$ cat config.mk
export PLATFORM = sky130hd
export DESIGN_NAME = sh7604_ibus_arb
export DESIGN_NICKNAME = d
export VERILOG_FILES = /design/src/rtl/sh7604_ibus_arb_pkg.sv /design/src/rtl/sh7604_arb_pick.sv /design/src/rtl/sh7604_ibus_arb.sv
export SDC_FILE = /design/constraint.sdc
export NUM_CORES = 1
export LEC_CHECK = 0
export CAP_MARGIN = 10
export CORE_AREA = 2 2 142 144
export DETAILED_ROUTE_END_ITERATION = 8
export DIE_AREA = 0 0 144 146
export PLACE_DENSITY = 0.51
export SYNTH_ARGS = -nofsm -noshare
export SYNTH_HDL_FRONTEND = slang
export SYNTH_SLANG_ARGS = --single-unit
export TNS_END_PERCENT = 50
$ cat constraint.sdc
create_clock -name CLK -period 3.3 [get_ports CLK]
set_input_delay 0.66 -clock CLK [delete_from_list [all_inputs] [get_ports CLK]]
set_output_delay 0.66 -clock CLK [all_outputs]
set_load 0.02 [all_outputs]
$ cat src/rtl/sh7604_ibus_arb_pkg.sv
// Shared types, constants and arbitration helpers for the SH7604 IBUS arbiter.
package sh7604_ibus_arb_pkg;

    typedef enum logic {
        IDLE = 1'b0,
        OWN  = 1'b1
    } ArbState_t;

    localparam int unsigned ARB_DMAC = 0;
    localparam int unsigned ARB_CPUD = 1;
    localparam int unsigned ARB_CPUI = 2;
    localparam int unsigned ARB_NUM  = 3;

    // Three-way rotating search; the scan runs far-to-near so the master nearest the pointer wins.
    function automatic logic [2:0] arb_rr3(input logic [2:0] req, input logic [1:0] ptr);
        logic [2:0] res;
        logic [2:0] idx;
        logic [1:0] start;
        res   = 3'b000;
        start = (ptr == 2'd3) ? 2'd0 : ptr;
        for (int k = 2; k >= 0; k--) begin
            idx = {1'b0, start} + 3'(k);
            idx = (idx >= 3'd3) ? (idx - 3'd3) : idx;
            res = req[idx[1:0]] ? (3'b001 << idx[1:0]) : res;
        end
        return res;
    endfunction

    // Pointer value just past the master whose grant is being released.
    function automatic logic [1:0] arb_rr_next(input logic [2:0] gnt, input logic fetch_last);
        logic [1:0] nxt;
        case (gnt)
            3'b001:  nxt = 2'd1;
            3'b010:  nxt = fetch_last ? 2'd0 : 2'd2;
            default: nxt = 2'd0;
        endcase
        return nxt;
    endfunction

endpackage

$ cat src/rtl/sh7604_arb_pick.sv
// Combinational winner selector: fixed M0>M1>M2 priority, or round-robin when rr_en is set.
module sh7604_arb_pick
    import sh7604_ibus_arb_pkg::*;
#(
    parameter bit FETCH_LAST = 1'b1
) (
    input  logic [ARB_NUM-1:0] req,
    input  logic [1:0]         rr_ptr,
    input  logic               rr_en,
    output logic [ARB_NUM-1:0] win
);

    // Winner selection; with FETCH_LAST only M0/M1 rotate and M2 takes what is left.
    always_comb begin
        win = 3'b000;
        if (rr_en && !FETCH_LAST) begin
            win = arb_rr3(req, rr_ptr);
        end else if (rr_en && (req[1:0] == 2'b11)) begin
            win = (rr_ptr == 2'd1) ? 3'b010 : 3'b001;
        end else if (req[ARB_DMAC]) begin
            win = 3'b001;
        end else if (req[ARB_CPUD]) begin
            win = 3'b010;
        end else if (req[ARB_CPUI]) begin
            win = 3'b100;
        end else begin
            win = 3'b000;
        end
    end

endmodule

$ cat src/rtl/sh7604_ibus_arb.sv
// SH7604 IBUS arbiter: shares the BSC slave port between DMAC, CPU data and CPU fetch.
// Define SH7604_IBUS_ARB_RR_EN to enable round-robin arbitration (RR_PTR register).
module sh7604_ibus_arb
    import sh7604_ibus_arb_pkg::*;
#(
    parameter int unsigned BURST_LEN  = 4,
    parameter bit          FETCH_LAST = 1'b1
) (
    input  logic        CLK,
    input  logic        RST,
    input  logic        CE_R,
    input  logic [95:0] M_A,
    input  logic [95:0] M_DI,
    input  logic [11:0] M_BA,
    input  logic [2:0]  M_WE,
    input  logic [2:0]  M_REQ,
    input  logic [2:0]  M_BURST,
    input  logic [2:0]  M_LOCK,
    output logic [31:0] M_DO,
    output logic [2:0]  M_BUSY,
    output logic [2:0]  M_GNT,
    output logic [31:0] S_A,
    output logic [31:0] S_DI,
    output logic [3:0]  S_BA,
    output logic        S_WE,
    output logic        S_REQ,
    output logic        S_BURST,
    output logic        S_LOCK,
    input  logic [31:0] S_DO,
    input  logic        S_BUSY
);

    localparam logic [1:0] BEAT_LAST = 2'(BURST_LEN - 1);

    ArbState_t          state_q, state_d;
    logic [ARB_NUM-1:0] gnt_q, gnt_d;
    logic [1:0]         beat_q, beat_d;
    logic               burst_q, burst_d;
    logic [1:0]         rr_ptr_s;
    logic               rr_en_s;
    logic [ARB_NUM-1:0] arb_req_s, win_s;
    logic [31:0]        s_a_s, s_di_s;
    logic [3:0]         s_ba_s;
    logic               g_req_s, g_lock_s, g_burst_s, g_we_s;
    logic               complete_s, release_s;

`ifdef SH7604_IBUS_ARB_RR_EN
    logic [1:0] rr_ptr_q, rr_ptr_d;
    assign rr_ptr_s = rr_ptr_q;
    assign rr_en_s  = 1'b1;
`else
    assign rr_ptr_s = 2'd0;
    assign rr_en_s  = 1'b0;
`endif

    // The request just served is consumed at its completion edge, so it does not compete again.
    assign arb_req_s = M_REQ & ~gnt_q;

    sh7604_arb_pick #(
        .FETCH_LAST (FETCH_LAST)
    ) u_pick (
        .req    (arb_req_s),
        .rr_ptr (rr_ptr_s),
        .rr_en  (rr_en_s),
        .win    (win_s)
    );

    // One-hot AND-OR mux of the granted master onto the slave port.
    always_comb begin
        s_a_s  = 32'h0000_0000;
        s_di_s = 32'h0000_0000;
        s_ba_s = 4'h0;
        for (int i = 0; i < ARB_NUM; i++) begin
            s_a_s  = s_a_s  | (M_A[32*i +: 32]  & {32{gnt_q[i]}});
            s_di_s = s_di_s | (M_DI[32*i +: 32] & {32{gnt_q[i]}});
            s_ba_s = s_ba_s | (M_BA[4*i +: 4]   & {4{gnt_q[i]}});
        end
    end

    assign g_req_s    = |(M_REQ & gnt_q);
    assign g_lock_s   = |(M_LOCK & gnt_q);
    assign g_burst_s  = |(M_BURST & gnt_q);
    assign g_we_s     = |(M_WE & gnt_q);
    assign complete_s = (state_q == OWN) && g_req_s && !S_BUSY;

    // Grant FSM next state: hold for lock or burst, otherwise re-arbitrate on completion or abort.
    always_comb begin
        state_d   = state_q;
        gnt_d     = gnt_q;
        beat_d    = beat_q;
        burst_d   = burst_q;
        release_s = 1'b0;
`ifdef SH7604_IBUS_ARB_RR_EN
        rr_ptr_d  = rr_ptr_q;
`endif
        if (CE_R) begin
            case (state_q)
                IDLE: begin
                    if (|M_REQ) begin
                        gnt_d   = win_s;
                        state_d = OWN;
                    end else begin
                        gnt_d   = 3'b000;
                    end
                end
                OWN: begin
                    if (complete_s) begin
                        if (g_lock_s) begin
                            gnt_d = gnt_q;
                        end else if ((burst_q || (g_burst_s && !g_we_s)) && (beat_q != BEAT_LAST)) begin
                            beat_d  = beat_q + 2'd1;
                            burst_d = 1'b1;
                        end else begin
                            release_s = 1'b1;
                        end
                    end else if (!g_req_s && !g_lock_s) begin
                        release_s = 1'b1;
                    end else begin
                        gnt_d = gnt_q;
                    end
                end
                default: begin
                    state_d = IDLE;
                    gnt_d   = 3'b000;
                end
            endcase
            if (release_s) begin
                beat_d  = 2'd0;
                burst_d = 1'b0;
                gnt_d   = win_s;
                state_d = (|arb_req_s) ? OWN : IDLE;
`ifdef SH7604_IBUS_ARB_RR_EN
                rr_ptr_d = arb_rr_next(gnt_q, FETCH_LAST);
`endif
            end else begin
                beat_d = beat_d;
            end
        end else begin
            state_d = state_q;
        end
    end

    // Arbiter state registers.
    always_ff @(posedge CLK or posedge RST) begin
        if (RST) begin
            state_q  <= IDLE;
            gnt_q    <= 3'b000;
            beat_q   <= 2'd0;
            burst_q  <= 1'b0;
`ifdef SH7604_IBUS_ARB_RR_EN
            rr_ptr_q <= 2'd0;
`endif
        end else begin
            state_q  <= state_d;
            gnt_q    <= gnt_d;
            beat_q   <= beat_d;
            burst_q  <= burst_d;
`ifdef SH7604_IBUS_ARB_RR_EN
            rr_ptr_q <= rr_ptr_d;
`endif
        end
    end

    assign S_A     = s_a_s;
    assign S_DI    = s_di_s;
    assign S_BA    = s_ba_s;
    assign S_WE    = g_we_s;
    assign S_REQ   = g_req_s;
    assign S_BURST = g_burst_s;
    assign S_LOCK  = g_lock_s;
    assign M_DO    = S_DO;
    assign M_GNT   = gnt_q;
    assign M_BUSY  = M_REQ & (~gnt_q | {ARB_NUM{S_BUSY}});

endmodule

======== Yosys cells after proc, flatten, opt, wreduce, memory -nomap -nowiden ========
Index checks and enable logic that the tools add are counted.
operators by class
  bitwise gates (word level) .............. 23
  $add $sub $neg .......................... 1
  equality and inequality tests ........... 3
  muxes and demuxes ....................... 26
  reductions and logical operators ........ 21
operators by type and width
  operator                                                number
  bitwise AND 32 bit                                      6
  OR 32 bit                                               4
  bitwise AND 3 bit                                       6
  2-to-1 mux 3 bit                                        6
  OR reduction 3 bit                                      6
  2-to-1 mux 1 bit                                        15
  bitwise AND 4 bit                                       3
  2-to-1 mux 2 bit                                        5
  OR 4 bit                                                2
  nonzero test 2 bit                                      3
  logical AND 1 bit                                       5
  AND reduction 5 bit                                     1
  zero test 1 bit                                         4
  inequality test 2 x 1 -> 1 bit (second input constant)  2
  inverter 3 bit                                          1
  OR 3 bit                                                1
  adder 2 x 1 -> 2 bit (second input constant)            1
  inequality test 2 bit (second input constant)           1
  AND reduction 2 bit                                     1
  logical OR 1 bit                                        1
word-level totals
  flip-flop bits (word level) ............. 7
  output and inout bits ................... 110
  word-level logic and storage cells ...... 78
  input port bits ......................... 252

======== Logic depth before layout (Yosys ltp) ========
Gate-level depths: netlist of the first run.
  word-level depth ........................ 13
  depth in mapped cells ................... 6
  gate-level depth less buffers ........... 6

======== Hierarchy ========
Synthesis of the first run repeated with hierarchy kept, for this count alone.
second synthesis, totals
  cell total of the unflattened synthesis .. 261
  area total of the unflattened synthesis .. 1846.8 um^2
modules (own cells, without submodules)
  module           area an instance (um^2)  cells an instance  times used
  sh7604_ibus_arb  1815.5                   256                1
  sh7604_arb_pick  31.3                     5                  1

======== Least setup slack after synthesis of the first run ========
No wires, ideal clock.
  path type ............................... register to output
  start ................................... register gnt_q[1] (netlist: M_GNT[1])
  end ..................................... output port M_BUSY[1]
  stages on the path, launching flop included .. 5
  data arrival time ....................... 1.520 ns
  path slack .............................. 1.120 ns
  path through ............................ dfrtp_1 buf_6 clkbuf_1 clkbuf_1 a21boi_0
on the way
  cells in the longest elaborated chain, start to end .. 3
RTL lines
  what                    line                    text
  start, declared         sh7604_ibus_arb.sv:36   logic [ARB_NUM-1:0] gnt_q, gnt_d;
  start signal, assigned  sh7604_ibus_arb.sv:155  gnt_q <= gnt_d;
  inverter 3 bit          sh7604_ibus_arb.sv:173  assign M_BUSY = M_REQ & (~gnt_q | {ARB_NUM{S_BUSY}});
  OR 3 bit                sh7604_ibus_arb.sv:173
  bitwise AND 3 bit       sh7604_ibus_arb.sv:173
  end, declared           sh7604_ibus_arb.sv:20   output logic [2:0] M_BUSY,
Every way passes these cells.

======== Worst setup path in the final report of the first run ========
  start ................................... input port S_BUSY
  end ..................................... output port M_BUSY[0]
on the way
  cells in the longest elaborated chain, start to end .. 2
RTL lines
  what               line                    text
  start, declared    sh7604_ibus_arb.sv:30   input logic S_BUSY
  OR 3 bit           sh7604_ibus_arb.sv:173
  bitwise AND 3 bit  sh7604_ibus_arb.sv:173
Every way passes these cells.

==> qor.csv, run 1 <==
metric,value,unit
status,completed,
vias in the first global route,3247,
cts hold-fix bufs,0,
WL final,12.76,mm
number of remaining DRC errors,0,
H-tree Lvls,1,
Synthesized Nets,504,
final hold violation count,0,
I/O Buffers,297,
worst slew pin tran,0.6370,ns
clock root cell,clkbuf_16,
register area,178.9,sq um
Mean Syn Cell Area,7.064,sq um
crit end category,output pin,
largest net degree at the start of global routing,36,
pre-CTS setup slack,0.3932,ns
# Post-CTS Setup Buffers,0,
Seq cells post-synth,7,
hpwl dp,10.83,mm
Crit. Startpoint,S_BUSY,
vias per std cell,4.106,
worst skew pair latency,0.23,ns
dpl cells,767,
Post-Layout Cell Count,772,
R2R cell count,6,
Vias,3170,
number of buffers created by CTS,3,
Final setup violation count,0,
Max-Cap Viols,0,
R2R Path Start,M_GNT[2],
first-pass GRT wire length,17.74,mm
Min-Delay Path Class,reg -> reg,
Sink Count,7,
fin. max-slew vios,0,
Max Fclk,0.3421,GHz
post-cts sizing count,0,
Mapped Cells,251,
Placeable Area,19330,sq um
Die H,146,um
"commonest non-fill, non-tap cells in the layout","clkdlybuf4s50_1, inv_1, a222oi_1",
Final Cycle Share,0.8857,
Worst slew margin,0.5753,
layout cell share with drive strength beyond 1,0.03755,
GR Overflow Total,0,
Die W,144,um
Util after Layout,0.2553,
Initial Util,0.09170,
"Distinct cells, synth",29,
Initial DRC Count,390,
register area share after synthesis,0.09880,
R2R setup slack,0.92,ns
setup ws final,0.3771,ns
FILL cells,2102,
Worst Clk Skew,0.0005721,ns
Worst Path Arrival,2.26,ns
row count,51,
VDD IR-drop max,0.2511,mV
"CTS clk-pin slew, worst paths",0.04,ns
min cycle time layout,2.923,ns
nets,760,
critical path endpoint,M_BUSY[0],
CP max FO,5,
CP startpoint kind,input pin,
"commonest non-fill, non-tap cell in the layout",clkdlybuf4s50_1,
RSZ-0062 raised after global routing,no,
hold_ws,0.4970,ns
Post-DP Area,4855,sq um
CTS max path bufs,2,
Die ar.,21020,sq um
Yosys Warn Count,0,
Final GP Congestion,0.8300,
pwr/cell area,649.0,nW/um^2
ANT nets after route,0,
First-pass DRT Iterations,9,
initial antenna violation count,2,
Tot Pwr,3.204,mW
CTS tree,done,
fin area,4936,sq um
Setup CP Type,in -> out,
Worst EP required,2.64,ns
area of the multi-input gates,969.7,sq um
Area Overhead vs Synth,178.4,%
Syn Std Cell Area,1773,sq um
Leak Pwr,2.134,nW
# IOs,362,
GRT Overall Usage,0.1078,
wire per inst,16.52,um
post-route setup TNS,0,ns
FF-to-FF End,beat_q[0],
[cells in the mapped netlist]
library cell / number / area share
inv_1: 76 / 0.16
a222oi_1: 72 / 0.41
buf_4: 32 / 0.14
clkbuf_1: 21 / 0.044
nand2_1: 9 / 0.019
dfrtp_1: 7 / 0.099
nor2b_1: 4 / 0.014
o21ai_1: 3 / 0.0085
a21boi_1: 2 / 0.0085
a21oi_1: 2 / 0.0056
mux2i_1: 2 / 0.011
nor2_1: 2 / 0.0042
o2111ai_1: 2 / 0.0099
o21ai_0: 2 / 0.0056
a21boi_0: 1 / 0.0042
a32o_1: 1 / 0.0056
a41oi_1: 1 / 0.0049
and2b_1: 1 / 0.0042
buf_1: 1 / 0.0021
buf_2: 1 / 0.0028
buf_6: 1 / 0.0064
ha_1: 1 / 0.0071
inv_2: 1 / 0.0021
nand2b_1: 1 / 0.0035
nand3_1: 1 / 0.0028
nor3b_1: 1 / 0.0042
o22ai_2: 1 / 0.0071
or3_1: 1 / 0.0035
or4_4: 1 / 0.0064
[worst min path at each step]
stage          startpoint         to  slack, ns  depth (start not counted)
2_1_floorplan   beat_q[0]  beat_q[0]       0.45                          1
3_3_place_gp    beat_q[0]  beat_q[0]       0.47                          1
3_5_place_dp    beat_q[1]  beat_q[1]       0.49                          2
4_1_cts         beat_q[1]  beat_q[1]       0.50                          2
5_1_grt           burst_q    burst_q       0.53                          2
6_report        beat_q[1]  beat_q[1]       0.50                          2
[routing by layer]
metal	routed length, um	GRT usage	vias to the layer above
met4	297	0.03431	2
met3	1749	0.03258	23
met5	13	0	-
li1	-	-	1453
met2	6578	0.2105	242
met1	4118	0.1064	1450
[cells by family after synthesis]
| kind of cell | Yosys count | synth area share |
|---|---|---|
| muxes | 2 | 0.01129 |
| AOI/OAI and AO/OA | 87 | 0.4665 |
| adders and majority gates | 1 | 0.007056 |
| buffers and inverters | 133 | 0.3543 |
| DFF | 7 | 0.09880 |
| and+or+nand+nor | 21 | 0.06211 |
[report_power, final]
part	leakage [nW]	switching (mW)	internal [mW]
combinational	2.01	1.39	1.38
clock	0.0382	0.0479	0.161
sequential	0.0857	0.106	0.118
[cell type report]
cell class                 instances  area share
antenna                            1   0.0005070
clock buffer                       4     0.01597
sequential                         7     0.03625
tap                              265     0.06717
inverter                          77     0.05856
timing repair buffer             307      0.6251
multi-input combinational        111      0.1965
[critical path, stage by stage]
cell and delay (ns):
clkdlybuf4s50_1 0.56, inv_1 0.11, a21boi_1 0.27, clkdlybuf4s50_1 0.66
[flip-flops by register name, indices dropped and copies added (netlist names)]
name	cells
beat_q	2
M_GNT	3
burst_q	1
state_q	1
(Power assumes the default switching activity.)
==> inputs of run 2 (changes only) <==
==> constraint.sdc (replaced) <==
create_clock -name CLK -period 3.3 [get_ports CLK]
set_input_delay 0.66 -clock CLK [delete_from_list [all_inputs] [get_ports CLK]]
set_output_delay 0.66 -clock CLK [all_outputs]
set_load 0.005 [all_outputs]
==> run 2 against run 1 <==
Register-to-register slack lost 0.13 ns. Wire length rose by 2.2%. Total power fell by 16%. Largest power group unchanged. Highest routed layer is now met4.
==> qor.csv, run 2 (synthesis gave the netlist of run 1 again) <==
metric,value,unit,change
status,completed,,
Die W,144,um,unchanged
VDD IR-drop max,0.1756,mV,-30%
row count,51,,unchanged
Worst Clk Skew,0.001472,ns,+0.0009002 ns
wire per inst,16.98,um,+2.7%
fin. max-slew vios,0,,unchanged
Worst slew margin,0.4505,,-0.1248
Die ar.,21020,sq um,unchanged
busiest grt layer,met2,,
Final GP Congestion,0.8410,,+1.3%
CP max FO,42,,+37
Worst Path Arrival,2.31,ns,+0.05 ns
GR Overflow Total,0,,unchanged
"commonest non-fill, non-tap cells in the layout","clkdlybuf4s50_1, inv_1, a222oi_1",,
vias in the first global route,3224,,-0.71%
crit end category,output pin,,
WL final,13.04,mm,+2.2%
register area,178.9,sq um,unchanged
pwr/cell area,549.1,nW/um^2,-15%
GRT Overall Usage,0.1082,,+0.0003998
First-pass DRT Iterations,7,,-2
CTS tree,done,,
# Post-CTS Setup Buffers,0,,unchanged
hpwl dp,10.74,mm,-0.80%
CTS max path bufs,2,,unchanged
Max Fclk,0.3368,GHz,-1.6%
H-tree Lvls,1,,unchanged
Placeable Area,19330,sq um,unchanged
met2 usage,0.2210,,+0.01048
worst skew pair latency,0.23,ns,about the same
post-route setup TNS,0,ns,unchanged
first-pass GRT wire length,17.71,mm,-0.19%
Vias,3189,,+0.60%
Antenna Cells,0,,-1
"CTS clk-pin slew, worst paths",0.03,ns,about the same
layout cell share with drive strength beyond 1,0.03181,,-0.005740
slowest cell on the critical path,dfrtp_2,,
Die H,146,um,unchanged
nets,757,,-0.39%
"commonest non-fill, non-tap cell in the layout",clkdlybuf4s50_1,,
CP startpoint kind,register,,
post-cts sizing count,0,,unchanged
Max-Cap Viols,0,,unchanged
number of remaining DRC errors,0,,unchanged
max incr delay on CP,0.68,ns,+0.02 ns
Tot Pwr,2.704,mW,-16%
vias per std cell,4.152,,+1.1%
clock root cell,clkbuf_16,,
I/O Buffers,297,,unchanged
Worst EP required,2.64,ns,about the same
Sink Count,7,,unchanged
"Critical Path, Cell by Cell",buf_12 > a222oi_1 > buf_4 > inv_1 > clkdlybuf4s50_1,,
WP buf/inv,4,,+1
FILL cells,2112,,+0.48%
number of buffers created by CTS,3,,unchanged
Setup CP Type,reg -> out,,
RSZ-0062 raised after global routing,no,,
Levels on crit path,5,,+1
Initial Util,0.09170,,unchanged
Hold Crit Depth,1,,-1
Final Cycle Share,0.8998,,+0.01410
largest net degree at the start of global routing,43,,+19%
ANT nets after route,0,,unchanged
cts hold-fix bufs,0,,unchanged
area of the multi-input gates,969.7,sq um,unchanged
final hold violation count,0,,unchanged
Largest register FFs,3,,unchanged
Leak Pwr,2.123,nW,-0.53%
Min-Delay Path Class,reg -> reg,,
# IOs,362,,unchanged
min cycle time layout,2.969,ns,+0.04651 ns
Initial DRC Count,353,,-9.5%
"CP delay by family, top",buffers and inverters,,
initial antenna violation count,0,,-2
Area Overhead vs Synth,177.7,%,
worst slew pin tran,0.8242,ns,+0.1872 ns
grt met3 use,0.02665,,-0.005923
met1 usage,0.1077,,+0.001368
Final setup violation count,0,,unchanged
R2R cell count,6,,unchanged
[run 2: stage by stage]
step                      hold slack (ns)    util  instances  cell area (sq um)  setup slack [ns]
final                              0.4902  0.2546        768               4923            0.3305
after detailed placement           0.4859  0.2506        764               4845            0.4804
after floorplan                    0.4502       -        251               1773             1.272
after CTS                          0.4934  0.2546        768               4923            0.2885
after global routing               0.5315  0.2546        768               4923            0.1709
after global placement             0.4709  0.2506        764               4845            0.4762
[run 2: final cells by class]
cell class                      count  area share
Tap cell                          265     0.06734
Timing Repair Buffer              304      0.6247
Sequential cell                     7     0.03634
Clock buffer                        4     0.01601
Multi-Input combinational cell    111      0.1970
Inverter                           77     0.05870
[run 2: per-layer routing]
metal | vias to the layer above | routed length [um]
met4 | 0 | 146
met5 | - | 0
li1 | 1450 | -
met2 | 248 | 6933
met1 | 1476 | 4298
met3 | 15 | 1658
[run 2: power breakdown]
part           switching [mW]  internal, mW  leakage [nW]  total, mW
Sequential              0.156         0.117        0.0857      0.273
Clock                  0.0432         0.160        0.0382      0.204
Combinational           0.856          1.37          2.00       2.23
[run 2: worst paths after layout]
check,from,to,slack [ns]
hold reg to reg,beat_q[0],beat_q[0],0.49
min in group asynchronous,RST,state_q,0.67
max in group asynchronous,RST,M_GNT[0],2.40
setup reg to reg,M_GNT[1],beat_q[0],0.79
setup / recovery,M_GNT[1],S_LOCK,0.33
hold / removal,beat_q[0],beat_q[0],0.49
